## src/rtl/ramio_fifo.sv

```systemverilog
// CPU-side memory/I/O port: decodes LED and UART registers, forwards other accesses
// to the cache with byte-lane conversion, and buffers both UART directions in FIFOs.

module uarttx #(
    parameter int ClockFrequencyHz = 20_250_000,
    parameter int BaudRate         = 9600
) (
    input  logic       clk,
    input  logic       rst_n,
    input  logic       go,
    input  logic [7:0] data,
    output logic       bsy,
    output logic       tx
);
    localparam int Div  = ClockFrequencyHz / BaudRate;
    localparam int DivW = $clog2(Div) + 1;

    logic            busy_q, tx_q, go_prev_q;
    logic [8:0]      shreg_q;
    logic [3:0]      bitn_q;
    logic [DivW-1:0] div_q;

    // A frame starts on the rising edge of go, so a go held high never retransmits.
    always_ff @(posedge clk) begin
        if (!rst_n) begin
            busy_q    <= 1'b0;
            tx_q      <= 1'b1;
            go_prev_q <= 1'b0;
            shreg_q   <= '1;
            bitn_q    <= '0;
            div_q     <= '0;
        end else begin
            go_prev_q <= go;
            if (!busy_q) begin
                if (go && !go_prev_q) begin
                    busy_q  <= 1'b1;
                    tx_q    <= 1'b0;
                    shreg_q <= {1'b1, data};
                    bitn_q  <= '0;
                    div_q   <= '0;
                end
            end else if (div_q == DivW'(Div - 1)) begin
                div_q <= '0;
                if (bitn_q == 4'd9) begin
                    busy_q <= 1'b0;
                end else begin
                    tx_q    <= shreg_q[0];
                    shreg_q <= {1'b1, shreg_q[8:1]};
                    bitn_q  <= bitn_q + 4'd1;
                end
            end else begin
                div_q <= div_q + DivW'(1);
            end
        end
    end

    assign bsy = busy_q;
    assign tx  = tx_q;
endmodule

module uartrx #(
    parameter int ClockFrequencyHz = 20_250_000,
    parameter int BaudRate         = 9600
) (
    input  logic       clk,
    input  logic       rst_n,
    input  logic       go,
    input  logic       rx,
    output logic [7:0] data,
    output logic       data_ready
);
    localparam int Div  = ClockFrequencyHz / BaudRate;
    localparam int Half = Div / 2;
    localparam int DivW = $clog2(Div) + 1;

    typedef enum logic [1:0] {RX_IDLE, RX_START, RX_DATA, RX_STOP} rx_state_e;

    rx_state_e       state_q, state_d;
    logic [DivW-1:0] div_q, div_d;
    logic [2:0]      bitn_q, bitn_d;
    logic [7:0]      shreg_q, shreg_d, data_q, data_d;
    logic            ready_q, ready_d;
    logic [1:0]      sync_q;
    logic            rx_s;

    assign rx_s = sync_q[1];

    always_ff @(posedge clk) begin
        if (!rst_n) begin
            state_q <= RX_IDLE;
            div_q   <= '0;
            bitn_q  <= '0;
            shreg_q <= '0;
            data_q  <= '0;
            ready_q <= 1'b0;
            sync_q  <= 2'b11;
        end else begin
            state_q <= state_d;
            div_q   <= div_d;
            bitn_q  <= bitn_d;
            shreg_q <= shreg_d;
            data_q  <= data_d;
            ready_q <= ready_d;
            sync_q  <= {sync_q[0], rx};
        end
    end

    // Bits are sampled mid-period; data_ready holds until the consumer drops go.
    always_comb begin
        state_d = state_q;
        div_d   = div_q;
        bitn_d  = bitn_q;
        shreg_d = shreg_q;
        data_d  = data_q;
        ready_d = go ? ready_q : 1'b0;
        unique case (state_q)
            RX_IDLE: begin
                if (!rx_s) begin
                    state_d = RX_START;
                    div_d   = '0;
                end
            end
            RX_START: begin
                if (div_q == DivW'(Half - 1)) begin
                    div_d   = '0;
                    bitn_d  = '0;
                    state_d = rx_s ? RX_IDLE : RX_DATA;
                end else begin
                    div_d = div_q + DivW'(1);
                end
            end
            RX_DATA: begin
                if (div_q == DivW'(Div - 1)) begin
                    div_d   = '0;
                    shreg_d = {rx_s, shreg_q[7:1]};
                    bitn_d  = bitn_q + 3'd1;
                    if (bitn_q == 3'd7) state_d = RX_STOP;
                end else begin
                    div_d = div_q + DivW'(1);
                end
            end
            RX_STOP: begin
                if (div_q == DivW'(Div - 1)) begin
                    state_d = RX_IDLE;
                    data_d  = shreg_q;
                    ready_d = 1'b1;
                end else begin
                    div_d = div_q + DivW'(1);
                end
            end
            default: state_d = RX_IDLE;
        endcase
    end

    assign data       = data_q;
    assign data_ready = ready_q;
endmodule

module ramio_fifo_buf #(
    parameter int DepthLog2 = 4
) (
    input  logic               clk,
    input  logic               rst_i,
    input  logic               push_i,
    input  logic [7:0]         wdata_i,
    input  logic               pop_i,
    output logic [7:0]         head_o,
    output logic [DepthLog2:0] count_o,
    output logic               empty_o,
    output logic               full_o
);
    localparam int Depth = 1 << DepthLog2;
    localparam int CntW  = DepthLog2 + 1;

    logic [7:0]           mem_q [Depth];
    logic [DepthLog2-1:0] wr_ptr_q, rd_ptr_q;
    logic [CntW-1:0]      count_q, count_d;
    logic                 wr_ok, rd_ok;

    assign empty_o = (count_q == '0);
    assign full_o  = count_q[DepthLog2];
    // A push into a full buffer succeeds when the same cycle pops a slot free.
    assign wr_ok   = push_i && (!full_o || pop_i);
    assign rd_ok   = pop_i && !empty_o;
    assign head_o  = mem_q[rd_ptr_q];
    assign count_o = count_q;

    always_comb begin
        count_d = count_q;
        if (wr_ok && !rd_ok)      count_d = count_q + CntW'(1);
        else if (rd_ok && !wr_ok) count_d = count_q - CntW'(1);
    end

    always_ff @(posedge clk) begin
        if (rst_i) begin
            wr_ptr_q <= '0;
            rd_ptr_q <= '0;
            count_q  <= '0;
        end else begin
            if (wr_ok) wr_ptr_q <= wr_ptr_q + DepthLog2'(1);
            if (rd_ok) rd_ptr_q <= rd_ptr_q + DepthLog2'(1);
            count_q <= count_d;
        end
    end

    always_ff @(posedge clk) begin
        if (wr_ok) mem_q[wr_ptr_q] <= wdata_i;
    end
endmodule

module ramio_fifo #(
    parameter int AddressBitWidth  = 32,
    parameter int DataBitWidth     = 32,
    parameter int ClockFrequencyHz = 20_250_000,
    parameter int BaudRate         = 9600,
    parameter int LedCount         = 6,
    parameter int RxFifoDepthLog2  = 4,
    parameter int TxFifoDepthLog2  = 4,
    parameter logic [AddressBitWidth-1:0] AddressLed        = 32'hffff_fffc,
    parameter logic [AddressBitWidth-1:0] AddressUartOut    = 32'hffff_fff8,
    parameter logic [AddressBitWidth-1:0] AddressUartIn     = 32'hffff_fff4,
    parameter logic [AddressBitWidth-1:0] AddressUartStatus = 32'hffff_fff0
) (
    input  logic                       clk,
    input  logic                       rst,
    input  logic                       enable,
    input  logic [2:0]                 read_type,
    input  logic [1:0]                 write_type,
    input  logic [AddressBitWidth-1:0] address,
    input  logic [DataBitWidth-1:0]    data_in,
    output logic [DataBitWidth-1:0]    data_out,
    output logic                       data_out_ready,
    output logic                       busy,
    output logic [LedCount-1:0]        led,
    output logic                       uart_tx,
    input  logic                       uart_rx,
    output logic                       cache_enable,
    output logic [AddressBitWidth-1:0] cache_address,
    output logic [DataBitWidth-1:0]    cache_data_in,
    output logic [3:0]                 cache_write_enable,
    input  logic [DataBitWidth-1:0]    cache_data_out,
    input  logic                       cache_data_out_ready,
    input  logic                       cache_busy
);
    typedef enum logic [1:0] {TX_IDLE, TX_ARM, TX_SEND, TX_ACK} tx_state_e;

    tx_state_e           tx_state_q, tx_state_d;
    logic                tx_go_q, tx_go_d;
    logic [7:0]          tx_data_q, tx_data_d;
    logic [LedCount-1:0] led_q, led_d;
    logic                overrun_q, overrun_d;
    logic                rx_go_q, rx_go_d;

    logic hit_led, hit_out, hit_in, hit_status, io_hit, is_read, is_write;
    logic tx_push, tx_pop, tx_empty, tx_full, tx_bsy, tx_idle;
    logic rx_push, rx_pop, rx_empty, rx_full, rx_ready, rx_overrun_evt, status_rd;
    logic [7:0]                 tx_head, rx_head, rx_byte;
    logic [TxFifoDepthLog2:0]   tx_count;
    logic [RxFifoDepthLog2:0]   rx_count;
    logic [DataBitWidth-1:0]    io_rdata, cache_rdata, lane_data;
    logic [1:0]                 lane;

    assign hit_led    = (address == AddressLed);
    assign hit_out    = (address == AddressUartOut);
    assign hit_in     = (address == AddressUartIn);
    assign hit_status = (address == AddressUartStatus);
    assign io_hit     = hit_led || hit_out || hit_in || hit_status;
    assign is_read    = (read_type[1:0] != 2'b00);
    assign is_write   = (write_type != 2'b00);
    assign lane       = address[1:0];

    assign tx_push        = enable && hit_out && is_write && !tx_full;
    assign rx_pop         = enable && hit_in && is_read && !rx_empty;
    assign status_rd      = enable && hit_status && is_read;
    assign rx_push        = rx_go_q && rx_ready;
    assign rx_overrun_evt = rx_push && rx_full && !rx_pop;
    assign tx_idle        = tx_empty && (tx_state_q == TX_IDLE);

    ramio_fifo_buf #(.DepthLog2(TxFifoDepthLog2)) u_tx_fifo (
        .clk(clk), .rst_i(rst), .push_i(tx_push), .wdata_i(data_in[7:0]), .pop_i(tx_pop),
        .head_o(tx_head), .count_o(tx_count), .empty_o(tx_empty), .full_o(tx_full)
    );

    ramio_fifo_buf #(.DepthLog2(RxFifoDepthLog2)) u_rx_fifo (
        .clk(clk), .rst_i(rst), .push_i(rx_push), .wdata_i(rx_byte), .pop_i(rx_pop),
        .head_o(rx_head), .count_o(rx_count), .empty_o(rx_empty), .full_o(rx_full)
    );

    uarttx #(.ClockFrequencyHz(ClockFrequencyHz), .BaudRate(BaudRate)) u_uarttx (
        .clk(clk), .rst_n(!rst), .go(tx_go_q), .data(tx_data_q), .bsy(tx_bsy), .tx(uart_tx)
    );

    uartrx #(.ClockFrequencyHz(ClockFrequencyHz), .BaudRate(BaudRate)) u_uartrx (
        .clk(clk), .rst_n(!rst), .go(rx_go_q), .rx(uart_rx), .data(rx_byte), .data_ready(rx_ready)
    );

    always_ff @(posedge clk) begin
        if (rst) begin
            tx_state_q <= TX_IDLE;
            tx_go_q    <= 1'b0;
            tx_data_q  <= '0;
            led_q      <= '1;
            overrun_q  <= 1'b0;
            rx_go_q    <= 1'b1;
        end else begin
            tx_state_q <= tx_state_d;
            tx_go_q    <= tx_go_d;
            tx_data_q  <= tx_data_d;
            led_q      <= led_d;
            overrun_q  <= overrun_d;
            rx_go_q    <= rx_go_d;
        end
    end

    // TX engine: go is dropped in ACK so the transmitter sees a fresh rising edge per byte.
    always_comb begin
        tx_state_d = tx_state_q;
        tx_go_d    = tx_go_q;
        tx_data_d  = tx_data_q;
        tx_pop     = 1'b0;
        unique case (tx_state_q)
            TX_IDLE: begin
                if (!tx_empty) begin
                    tx_pop     = 1'b1;
                    tx_data_d  = tx_head;
                    tx_go_d    = 1'b1;
                    tx_state_d = TX_ARM;
                end
            end
            TX_ARM:  tx_state_d = TX_SEND;
            TX_SEND: if (!tx_bsy) tx_state_d = TX_ACK;
            TX_ACK: begin
                tx_go_d    = 1'b0;
                tx_state_d = TX_IDLE;
            end
            default: tx_state_d = TX_IDLE;
        endcase
    end

    // A new overrun in the same cycle as a status read keeps the flag set.
    always_comb begin
        led_d     = (enable && hit_led && is_write) ? data_in[LedCount-1:0] : led_q;
        overrun_d = rx_overrun_evt ? 1'b1 : (status_rd ? 1'b0 : overrun_q);
        rx_go_d   = !rx_push;
    end

    always_comb begin
        io_rdata = '0;
        if (hit_led) begin
            io_rdata = DataBitWidth'(led_q);
        end else if (hit_out) begin
            io_rdata = tx_idle ? '1 : DataBitWidth'(tx_count);
        end else if (hit_in) begin
            io_rdata = rx_empty ? '1 : DataBitWidth'(rx_head);
        end else if (hit_status) begin
            io_rdata[0]     = !rx_empty;
            io_rdata[1]     = tx_full;
            io_rdata[2]     = tx_idle;
            io_rdata[3]     = overrun_q;
            io_rdata[15:8]  = 8'(rx_count);
            io_rdata[23:16] = 8'(tx_count);
        end
    end

    // Misaligned halfwords (lane 1/3) are dropped: no write strobes, read data zero.
    always_comb begin
        cache_write_enable = 4'b0000;
        cache_data_in      = data_in;
        unique case (write_type)
            2'b01: begin
                cache_write_enable = 4'b0001 << lane;
                cache_data_in      = {24'h0, data_in[7:0]} << {lane, 3'b000};
            end
            2'b10: begin
                cache_write_enable = lane[0] ? 4'b0000 : (lane[1] ? 4'b1100 : 4'b0011);
                cache_data_in      = {16'h0, data_in[15:0]} << {lane[1], 4'b0000};
            end
            2'b11: cache_write_enable = 4'b1111;
            default: cache_write_enable = 4'b0000;
        endcase
        if (io_hit) cache_write_enable = 4'b0000;
    end

    always_comb begin
        lane_data   = cache_data_out >> {lane, 3'b000};
        cache_rdata = '0;
        unique case (read_type[1:0])
            2'b01: cache_rdata = {{24{read_type[2] & lane_data[7]}}, lane_data[7:0]};
            2'b10: cache_rdata = lane[0] ? '0 : {{16{read_type[2] & lane_data[15]}}, lane_data[15:0]};
            2'b11: cache_rdata = cache_data_out;
            default: cache_rdata = '0;
        endcase
    end

    assign data_out       = !enable ? '0 : (io_hit ? io_rdata : cache_rdata);
    assign data_out_ready = io_hit ? enable : cache_data_out_ready;
    assign busy           = io_hit ? (enable && hit_out && is_write && tx_full) : cache_busy;
    assign cache_enable   = enable && !io_hit;
    assign cache_address  = {address[AddressBitWidth-1:2], 2'b00};
    assign led            = led_q;
endmodule

```

## config.mk

```make
export PLATFORM = sky130hd
export DESIGN_NAME = ramio_fifo
export DESIGN_NICKNAME = d
export VERILOG_FILES = /design/src/rtl/ramio_fifo.sv
export SDC_FILE = /design/constraint.sdc
export NUM_CORES = 1
export LEC_CHECK = 0
export CAP_MARGIN = 20
export CORE_ASPECT_RATIO = 0.8
export CORE_MARGIN = 1
export CORE_UTILIZATION = 61
export CTS_CLUSTER_SIZE = 16
export DETAILED_ROUTE_END_ITERATION = 10
export GPL_ROUTABILITY_DRIVEN = 0
export PLACE_DENSITY = 0.84
export SETUP_SLACK_MARGIN = 0.5
export SLEW_MARGIN = 0
export SYNTH_ARGS = -nofsm -noshare
export SYNTH_HDL_FRONTEND = slang
export SYNTH_HIERARCHICAL = 1
export SYNTH_SLANG_ARGS = --single-unit
```

## constraint.sdc

```tcl
create_clock -name clk -period 9.64 [get_ports clk]
set_clock_uncertainty 0.1 [all_clocks]
set_input_delay 1.928 -clock clk [delete_from_list [all_inputs] [get_ports clk]]
set_output_delay 1.928 -clock clk [all_outputs]
set_load 0.005 [all_outputs]
```

==> metrics <==
synth unique cells 87; crit path time final 7.33 ns; CP Data Required Time 7.61 ns; maximum number of pins on one net before global-route repair 59; DR pass1 iterations 9; Final Slew Violations 0; worst-path maximum fanout 9; final setup vio count 0; FF-to-FF path depth 13; initial antenna violation count 0; Routed WL 45.8 mm; internal power ~2600 uW; TritonCTS Sinks 374; number of global-route vias before repair between 10000 and 15000; I/O Pins around 220; EDFF count, synth about 260; global routing usage on met3 0.0596; hold_buf cts 0; Rows 55; Worst EP arrival around 5.3 ns; busiest grt layer met2; CP endpoint kind output pin; final hold vios 0; Wirelength per Cell 23.3 um; antenna diode count 0; switching share of power 0.215; cells after synthesis 1412; final setup TNS 0 ns; worst slew pin tran 1.05 ns; worst-path cell chain clkdlybuf4s50_1, nand4_1, nor4_1, buf_4, nand3_1, o21ai_1, buf_4, a21oi_1, clkdlybuf4s50_1; Layout area overhead 17.8%; port buffer count roughly 210; die area approximately 0.030 mm2; # resized after CTS 0; yosys warns 6; met2 Usage GRT 0.512; register area share after synthesis 0.562; CP bufs+invs 4; htree depth 2; maxcap violations 0; sequential power share 0.508; Antenna Violating Nets Remaining 0; Sw Pwr 725 uW; cell depth of the worst setup path 9; Async S/R FF share, synth 0; cell area power density 160 mW/mm2; clock insertion delay at the later pin of the skew report 0.53 ns; Setup WS pre-CTS around 2.2 ns; via-per-instance ratio 6.47; CP startpoint kind primary input; worst hold path class register to register; Hold Slack 0.355 ns; post-CTS setup buffers 0; gr usage total 0.305; VDD IR max 0.175 mV; number of cells on the worst hold path 1; failing checks design-rule violations; Residual DRC 12; Comb pwr share 0.075; post-route setup slack around 2.3 ns; first-iteration detailed-routing DRC count about 1500; Final nets between 1500 and 2000; layout cell share with drive strength beyond 1 0.0858; Avg Inst Size Synth 12.7 um2; status complete, but fails checks; RSZ-0062 raised after global routing false; met1 GRT Util 0.402; Clock Power Share 0.417; Max-slew headroom 0.302; cell area after synthesis approximately 0.018 mm2; Clock transition at path regs around 0.060 ns; CTS Buf Count 35; TritonCTS clock tree built; worst stage delay on the critical path 0.88 ns; fmax 0.136 GHz; die height 155 um; R2R setup slack 4.87 ns; Static Leak 0.00729 uW; Seq cells post-synth between 300 and 400; GRT overflow 0; period utilization 0.761; CP max-delay cell nor4_1; die width 193 um; worst setup path class primary input to output pin; most common flop cell mapped by yosys edfxtp_1; cell family with most CP delay buffers and inverters; Root Buffer Master clkbuf_16; initial core utilization 0.626; clk buf depth 3; core area 0.0286 mm2; routed vias 12725; first-pass GRT wire length 69.9 mm; dpl hpwl 30.3 mm
cells in the final DEF, fill, tap and decap left out, drive strengths merged, types with 6 or more instances in the layout:
cell type / count
xor2: 13
o211ai: 11
mux2: 9
a31oi: 15
nand4b: 6
and3: 15
clkbuf: 47
a21boi: 13
xnor2: 16
a221o: 9
o21ai: 39
nor2: 101
nand2b: 7
clkdlybuf4s50: 213
nand3: 14
a21oi: 60
nor3b: 12
clkinv: 11
nor4: 16
a22o: 28
mux2i: 20
mux4: 65
nand4: 18
buf: 15
nor2b: 17
dfxtp: 118
ha: 35
inv: 50
and2: 51
nand2: 129
nor3: 13
edfxtp: 256
a211oi: 8
a22oi: 53
o22ai: 10
worst paths after layout:
path	from	to
max	address[20]	data_out[22]
min	u_uartrx/sync_q[0]	u_uartrx/sync_q[1]
max reg2reg	u_tx_fifo/count_o[1]	u_tx_fifo/count_o[4]
min reg2reg	u_uartrx/sync_q[0]	u_uartrx/sync_q[1]
layout make-up:
class                      instances  area, um2
clock buffer                      47        951
clock inverter                    16        203
fill                            1824       7510
inverter                          50        188
multi-input combinational        882       6950
sequential                       374      10100
tap                              370        463
timing repair buffer             228       2240
kinds of logic (layout without fill, tap and decap cells):
| kind of cell | count (synthesis) | after routing | synth area share |
|---|---|---|---|
| adder cells (fa/ha/maj) | 37 | 37 | 0.0267 |
| buffers and inverters | 157 | 341 | 0.0496 |
| other | 1 | 2 | 0.000210 |
| AND/OR/NAND/NOR | 430 | 430 | 0.126 |
| flip-flops | 374 | 374 | 0.562 |
| multiplexers | 94 | 94 | 0.106 |
| AO/OA/AOI/OAI | 290 | 290 | 0.114 |
| XOR/XNOR | 29 | 29 | 0.0142 |
metal layers:
layer	vias to the layer above	wire (um)
met5	-	0
met4	0	1180
met3	93	3800
met2	632	22500
met1	6318	18300
li1	5682	-
sequential cells by signal, summed over array words and instances (netlist names), 5 cells and up, named ones only:
register	count
led	6
tx_data_q	8
u_rx_fifo/count_o	5
u_rx_fifo/mem_q	128
u_tx_fifo/count_o	5
u_tx_fifo/mem_q	128
u_uartrx/data	8
u_uartrx/div_q	13
u_uartrx/shreg_q	8
u_uarttx/div_q	13
u_uarttx/shreg_q	8
cell usage after synthesis, types with 16 or more instances:
library cell	number	area, um2
buf_4	37	278
nor2b_1	17	106
a22oi_1	53	398
a22o_1	28	245
a21oi_1	60	300
nand2_1	129	484
inv_1	46	173
mux4_2	29	653
mux4_1	36	946
nor2_1	100	375
xnor2_1	16	140
clkbuf_1	35	131
o21ai_0	32	160
and2_1	50	313
ha_1	35	438
mux2i_1	20	200
dfxtp_1	118	2360
nand4_1	18	113
edfxtp_1	256	7690
power groups by stage:
stage	combinational (uW)	sequential (uW)	clock, uW
final	253	1710	1400
after global routing	271	1710	1480
after CTS	250	1710	1420
after detailed placement	249	1740	0
after global placement	243	1740	0
after floorplan	114	1740	0
stage by stage:
stage	cell area [um2]	power (uW)	utilization	instances
floorplan	17900	1860	-	1413
finish	21000	3370	0.737	1967
CTS	21000	3380	0.736	1965
global route	21000	3460	0.737	1967
global placement	19900	1990	0.696	1902
detailed placement	19900	1990	0.696	1902
Power figures use the tool's default switching activity.
